===== src/rtl/bm_solver_param.sv =====
// bm_solver_param: inversionless Berlekamp-Massey key-equation solver, GF(2^M).
// Optional feature macro: BM_FAIL_DETECT_EN (uncorrectable-flag logic).
module bm_solver_param #(
  parameter int         M         = 8,
  parameter logic [M:0] PRIM_POLY = 9'h11D,
  parameter int         MAX_NSYN  = 16,
  parameter int         NW        = $clog2(MAX_NSYN + 1)
) (
  input  logic          clk,
  input  logic          reset,
  input  logic          start,
  input  logic [NW-1:0] nsyn,
  input  logic [M-1:0]  syn_in,
  input  logic          syn_valid,
  output logic          syn_ready,
  output logic [M-1:0]  coef_out,
  output logic [NW-1:0] coef_idx,
  output logic          coef_valid,
  input  logic          coef_ready,
  output logic          coef_last,
  output logic [NW-1:0] deg_out,
  output logic          fail,
  output logic          busy
);

  localparam int HALF = MAX_NSYN / 2;
  localparam logic [NW-1:0] NMAX   = NW'(MAX_NSYN);
  localparam logic [NW-1:0] ONE    = NW'(1);
  localparam logic [M-1:0]  GF_ONE = M'(1);
  localparam logic [M-1:0]  POLY   = PRIM_POLY[M-1:0];

  localparam logic [2:0] S_IDLE = 3'd0;
  localparam logic [2:0] S_LOAD = 3'd1;
  localparam logic [2:0] S_CALC = 3'd2;
  localparam logic [2:0] S_UPD  = 3'd3;
  localparam logic [2:0] S_OUT  = 3'd4;

  function automatic logic [M-1:0] gf_mul(
    input logic [M-1:0] a,
    input logic [M-1:0] b
  );
    logic [M-1:0] p;
    logic [M-1:0] x;
    p = '0;
    x = a;
    for (int k = 0; k < M; k++) begin
      if (b[k]) p = p ^ x;
      x = x[M-1] ? ((x << 1) ^ POLY) : (x << 1);
    end
    return p;
  endfunction

  logic [2:0]    state_q, state_d;
  logic [NW-1:0] n_q, n_d;
  logic [NW-1:0] j_q, j_d;
  logic [NW-1:0] nn_q, nn_d;
  logic [NW-1:0] l_q, l_d;
  logic [NW-1:0] m_q, m_d;
  logic [NW-1:0] idx_q, idx_d;
  logic [NW-1:0] deg_q;
  logic [M-1:0]  b_q, b_d;
  logic [M-1:0]  d_q, d_d;
  logic [M-1:0]  d_calc;
  logic          live_q, live_d;
  logic          enter_out;

  logic [M-1:0] c_q   [0:MAX_NSYN];
  logic [M-1:0] c_d   [0:MAX_NSYN];
  logic [M-1:0] bb_q  [0:MAX_NSYN];
  logic [M-1:0] bb_d  [0:MAX_NSYN];
  logic [M-1:0] s_q   [0:MAX_NSYN];
  logic [M-1:0] s_d   [0:MAX_NSYN];
  logic [M-1:0] c_upd [0:MAX_NSYN];

  // Discrepancy: sum of C_i * S[N+1-i]; S_j lives at s_q[j-1].
  always_comb begin
    d_calc = '0;
    for (int i = 0; i <= HALF; i++) begin
      if (NW'(i) <= l_q && NW'(i) <= nn_q)
        d_calc = d_calc ^ gf_mul(c_q[i], s_q[nn_q - NW'(i)]);
    end
  end

  // Candidate locator b*C + d*x^m*B, terms past MAX_NSYN dropped.
  always_comb begin
    for (int i = 0; i <= MAX_NSYN; i++) begin
      c_upd[i] = gf_mul(b_q, c_q[i]);
      if (m_q <= NW'(i))
        c_upd[i] = c_upd[i] ^ gf_mul(d_q, bb_q[NW'(i) - m_q]);
    end
  end

  // Control FSM and BM iteration next-state.
  always_comb begin
    state_d = state_q;
    n_d     = n_q;
    j_d     = j_q;
    nn_d    = nn_q;
    l_d     = l_q;
    m_d     = m_q;
    b_d     = b_q;
    d_d     = d_q;
    idx_d   = idx_q;
    live_d  = live_q;
    c_d     = c_q;
    bb_d    = bb_q;
    s_d     = s_q;
    unique case (state_q)
      S_IDLE: begin
        if (start) begin
          n_d    = (nsyn > NMAX) ? NMAX : nsyn;
          j_d    = '0;
          nn_d   = '0;
          l_d    = '0;
          m_d    = ONE;
          b_d    = GF_ONE;
          idx_d  = '0;
          live_d = 1'b0;
          for (int i = 0; i <= MAX_NSYN; i++) begin
            c_d[i]  = '0;
            bb_d[i] = '0;
          end
          c_d[0]  = GF_ONE;
          bb_d[0] = GF_ONE;
          state_d = (n_d == '0) ? S_OUT : S_LOAD;
        end
      end
      S_LOAD: begin
        if (syn_valid) begin
          s_d[j_q] = syn_in;
          j_d      = j_q + ONE;
          if (j_d == n_q) state_d = S_CALC;
        end
      end
      S_CALC: begin
        d_d     = d_calc;
        state_d = S_UPD;
      end
      S_UPD: begin
        if (d_q == '0) begin
          m_d = m_q + ONE;
        end else begin
          c_d = c_upd;
          if ({l_q, 1'b0} <= {1'b0, nn_q}) begin
            l_d  = nn_q + ONE - l_q;
            bb_d = c_q;
            b_d  = d_q;
            m_d  = ONE;
          end else begin
            m_d = m_q + ONE;
          end
        end
        nn_d    = nn_q + ONE;
        state_d = (nn_d == n_q) ? S_OUT : S_CALC;
      end
      S_OUT: begin
        if (!live_q) begin
          live_d = 1'b1;
        end else if (coef_ready) begin
          if (idx_q == l_q) begin
            state_d = S_IDLE;
            live_d  = 1'b0;
            idx_d   = '0;
          end else begin
            idx_d = idx_q + ONE;
          end
        end
      end
      default: state_d = S_IDLE;
    endcase
  end

  assign enter_out = (state_d == S_OUT) && (state_q != S_OUT);

  // State registers; degree captured on the way into OUTPUT.
  always_ff @(posedge clk or posedge reset) begin
    if (reset) begin
      state_q <= S_IDLE;
      n_q     <= '0;
      j_q     <= '0;
      nn_q    <= '0;
      l_q     <= '0;
      m_q     <= '0;
      idx_q   <= '0;
      deg_q   <= '0;
      b_q     <= '0;
      d_q     <= '0;
      live_q  <= 1'b0;
      for (int i = 0; i <= MAX_NSYN; i++) begin
        c_q[i]  <= '0;
        bb_q[i] <= '0;
        s_q[i]  <= '0;
      end
    end else begin
      state_q <= state_d;
      n_q     <= n_d;
      j_q     <= j_d;
      nn_q    <= nn_d;
      l_q     <= l_d;
      m_q     <= m_d;
      idx_q   <= idx_d;
      b_q     <= b_d;
      d_q     <= d_d;
      live_q  <= live_d;
      c_q     <= c_d;
      bb_q    <= bb_d;
      s_q     <= s_d;
      if (enter_out) deg_q <= l_d;
    end
  end

`ifdef BM_FAIL_DETECT_EN
  logic fail_q, fail_d;

  // Uncorrectable: degree beyond capacity or leading coefficient vanished.
  always_comb begin
    fail_d = (l_d > (n_d >> 1)) || (c_d[l_d] == '0);
  end

  // Flag held from OUTPUT entry until the next result.
  always_ff @(posedge clk or posedge reset) begin
    if (reset) fail_q <= 1'b0;
    else if (enter_out) fail_q <= fail_d;
  end

  assign fail = fail_q;
`else
  assign fail = 1'b0;
`endif

  assign busy       = (state_q != S_IDLE);
  assign syn_ready  = (state_q == S_LOAD);
  assign coef_valid = (state_q == S_OUT) && live_q;
  assign coef_out   = coef_valid ? c_q[idx_q] : '0;
  assign coef_idx   = idx_q;
  assign coef_last  = coef_valid && (idx_q == l_q);
  assign deg_out    = deg_q;

endmodule


===== config.mk =====
export PLATFORM = sky130hd
export DESIGN_NAME = bm_solver_param
export DESIGN_NICKNAME = d
export VERILOG_FILES = /design/src/rtl/bm_solver_param.sv
export SDC_FILE = /design/constraint.sdc
export NUM_CORES = 2
export LEC_CHECK = 0
export BUFFER_PORTS_ARGS = -buffer_cell sky130_fd_sc_hd__clkbuf_2
export CAP_MARGIN = 10
export CORE_ASPECT_RATIO = 1.1
export CORE_MARGIN = 2
export CORE_UTILIZATION = 35
export CTS_CLUSTER_SIZE = 25
export DETAILED_ROUTE_END_ITERATION = 10
export SLEW_MARGIN = 25
export SYNTH_ARGS = -nofsm -noshare
export SYNTH_HDL_FRONTEND = slang
export SYNTH_SLANG_ARGS = --single-unit

===== constraint.sdc =====
create_clock -name clk -period 34.6 [get_ports clk]
set_clock_uncertainty 0.1 [all_clocks]
set_input_delay 6.92 -clock clk [delete_from_list [all_inputs] [get_ports clk]]
set_output_delay 6.92 -clock clk [all_outputs]
set_load 0.005 [all_outputs]

==> results.toml <==
[logic_synthesis]
syn_area_per_cell_um2 = 7.580
ys_ff_latch = 463
yosysWarnings = 0
synthMuxAreaShare = 0.1573
synthAdderAreaFrac = 0.007835
synth_seq_area_share = 0.1493
syn_area_mm2 = 0.07761
synth_area_leaders = "xnor2_1 25%, dfrtp_1 15%, nand2_1 12%"
synth_top_area_frac = 0.2470
synth_top_family_by_area = "XOR/XNOR gates"
yosysUniqueCellTypes = 98
synth_compound_area_frac = 0.1199
synth_xor_area_frac = 0.3114
synth_flop_cell = "dfrtp_1"
synthArstFlopShare = 1.000
synth_edf_count = 0
synth-simple-area-share = 0.2039
syn_inst = 10239
yosys.area.top_type = "xnor2_1"
syn_nets = 10305

[finish]
syn2layout_area_growth_pct = 6.669
final_nets = 9803
final_layout_size_suffix_gt1_frac = 0.1135
fillCellCount = 22597

[timing]
final_hold_viol_count = 0
setup_viol = 0
finalCritPeriodShare = 0.3106
worstMarginPinSlew_ps = 1205
layout_setup_ws_ps = 23850
timing.hold.ws_ps = 415.7
timing.fmax_ghz = 0.09306
grt_setup_unrepaired = "false"
slew_viol_final = 0
slew_headroom = 0.1958
setup_tns_ps = 0
min_period_ps = 10750

[clock_network]
clk_pin_slew_worst_paths_ps = 60
cts_tree = "built"
clockBufferDepth = 3
cts.sinks = 463
ctsHoldBuffers = 0
clkLatencyLatePin_ps = 730
cts-resized-gates = 0
cts_made_buffers = 55
cts.htree.levels = 2
root_buffer = "clkbuf_16"
post-cts-setup-buffers = 0

[die]
die_x_um = 453.0
die_h_um = 497.9
initial_core_util = 0.3515
dieArea_mm2 = 0.2255
core_mm2 = 0.2208
num_rows = 181
io_pins = 41

[global_routing]
grt_max_degree = 138
antenna_found_initial = 20
grt.overflow.total = 0
grt_pass1_wl_um = 544800
track_usage = 0.3303
first_global_vias = 71969

[critical_path]
worstPathMaxFanout = 34
start_kind = "flop"
worst-setup-path-type = "flop to output pin"
cp-end-kind = "output pin"
cp.required_ps = 27580
worstPathArrival_ps = 3730

[route]
drtAntennaViolNets = 0
firstDrtPassIters = 6
drt-total-wl_um = 384200
drc = 0
viasPerCell = 6.034
drt_iter0_drc = 9749
num_vias = 76734
wire_per_inst_um = 30.21

[placement]
hpwl_um = 277500
gp_congestion = 1.080
pre_cts_slack_ps = 24580
numPortBuffers = 39

[run]
maxCapViolCount = 0

[worst_hold_path]
min_path_type = "flop to flop"

[outcome]
status = "complete, no violations"
==> cell families (layout without fill, tap and decap cells) <==
kind of cell	count (synthesis)	in the layout
mux	767	767
simple gates	3876	3876
xor+xnor	2684	2684
other cells	1	6
compound gates	1421	1421
fa+ha+maj	48	48
flops	463	463
buf+inv	979	523
==> critical path, cell delays in order (launching register included) <==
cell and delay (ps):
dfrtp_2 420, buf_4 610, mux4_2 730, mux4_2 490, nor2b_1 200, a21oi_1 340
nor2_1 80, clkbuf_2 140
==> flip-flops by register name, indices dropped and copies added (netlist names), 8 cells and up <==
| register | flops |
|---|---|
| b_q | 8 |
| bb_q | 136 |
| d_q | 8 |
| c_q | 136 |
| s_q | 136 |
==> per-stage QoR <==
| step | std cells | utilization | cell area, µm² |
|---|---|---|---|
| 3_5_place_dp | 12594 | 0.3655 | 80710 |
| 6_report | 12716 | 0.3749 | 82790 |
| 4_1_cts | 12697 | 0.3740 | 82590 |
| 3_3_place_gp | 12590 | 0.3652 | 80640 |
| 5_1_grt | 12711 | 0.3749 | 82780 |
| 2_1_floorplan | 10239 | - | 77610 |
==> placed cells by master, fill, tap and decap left out, types with 55 or more instances in the layout <==
cell	instances
a21oi_1	254
a22o_1	134
a22oi_1	113
a32oi_1	60
buf_4	277
clkbuf_16	55
dfrtp_1	439
inv_1	68
mux2_2	195
mux2i_1	232
mux4_2	332
nand2_1	2382
nand3_1	236
nor2_1	862
nor3_1	90
o21ai_0	466
xnor2_1	2156
xor2_1	432
==> metal layers <==
layer,part of all wire,routed length [µm],GRT usage
met1,0.36,137500,0.3911
met2,0.42,162300,0.4902
met3,0.099,38100,0.07246
met4,0.12,46150,0.3165
met5,0.00035,134,0.001284
==> cell type report <==
| cell class | instances | area [µm²] | area share |
|---|---|---|---|
| clock inverter | 31 | 346.6 | 0.004186 |
| tap | 2928 | 3664 | 0.04425 |
| clock buffer | 72 | 1530 | 0.01848 |
| inverter | 84 | 322.8 | 0.003899 |
| timing repair buffer | 336 | 2475 | 0.02989 |
| sequential | 463 | 11640 | 0.1406 |
| multi-input combinational | 8797 | 62800 | 0.7585 |
| antenna | 5 | 12.51 | 0.0001511 |
==> cell usage after synthesis (16+ instances only) <==
master and count:
nand2_1 2387, xnor2_1 2189, nor2_1 868, clkbuf_1 686
o21ai_0 469, dfrtp_1 463, xor2_1 447, mux4_2 332
a21oi_1 255, nand3_1 236, mux2i_1 232, mux2_2 195
a22o_1 134, buf_1 126, a22oi_1 113, nor3_1 97
inv_1 71, a32oi_1 60, buf_2 56, nor2b_1 53
a32o_1 50, nand2b_1 50, ha_1 47, xnor3_1 45
o22ai_1 43, o21ai_1 29, or2_2 27, and2_1 26
o211ai_1 25, a21o_1 23, and3_1 23, a211oi_1 22
a31oi_1 20, nand4_1 18, a2bb2oi_1 16, nor3b_1 16
o21a_1 16
==> final timing paths <==
| kind | startpoint | slack, ps | cells past startpoint | end |
|---|---|---|---|---|
| setup / recovery | coef_idx[0] | 23850 | 7 | coef_out[5] |
| hold / removal | bb_q[3] | 420 | 1 | bb_q[3] |
| setup reg to reg | nn_q[2] | 26020 | 16 | d_q[6] |
| hold reg to reg | bb_q[3] | 420 | 1 | bb_q[3] |
| max in group asynchronous | reset | 25980 | 5 | n_q[0] |
| min in group asynchronous | reset | 6260 | 2 | bb_q[0] |
Power is left out: the tool's default activity adds up to more than one toggle a clock period on the data nets, which glitch-free logic cannot reach.
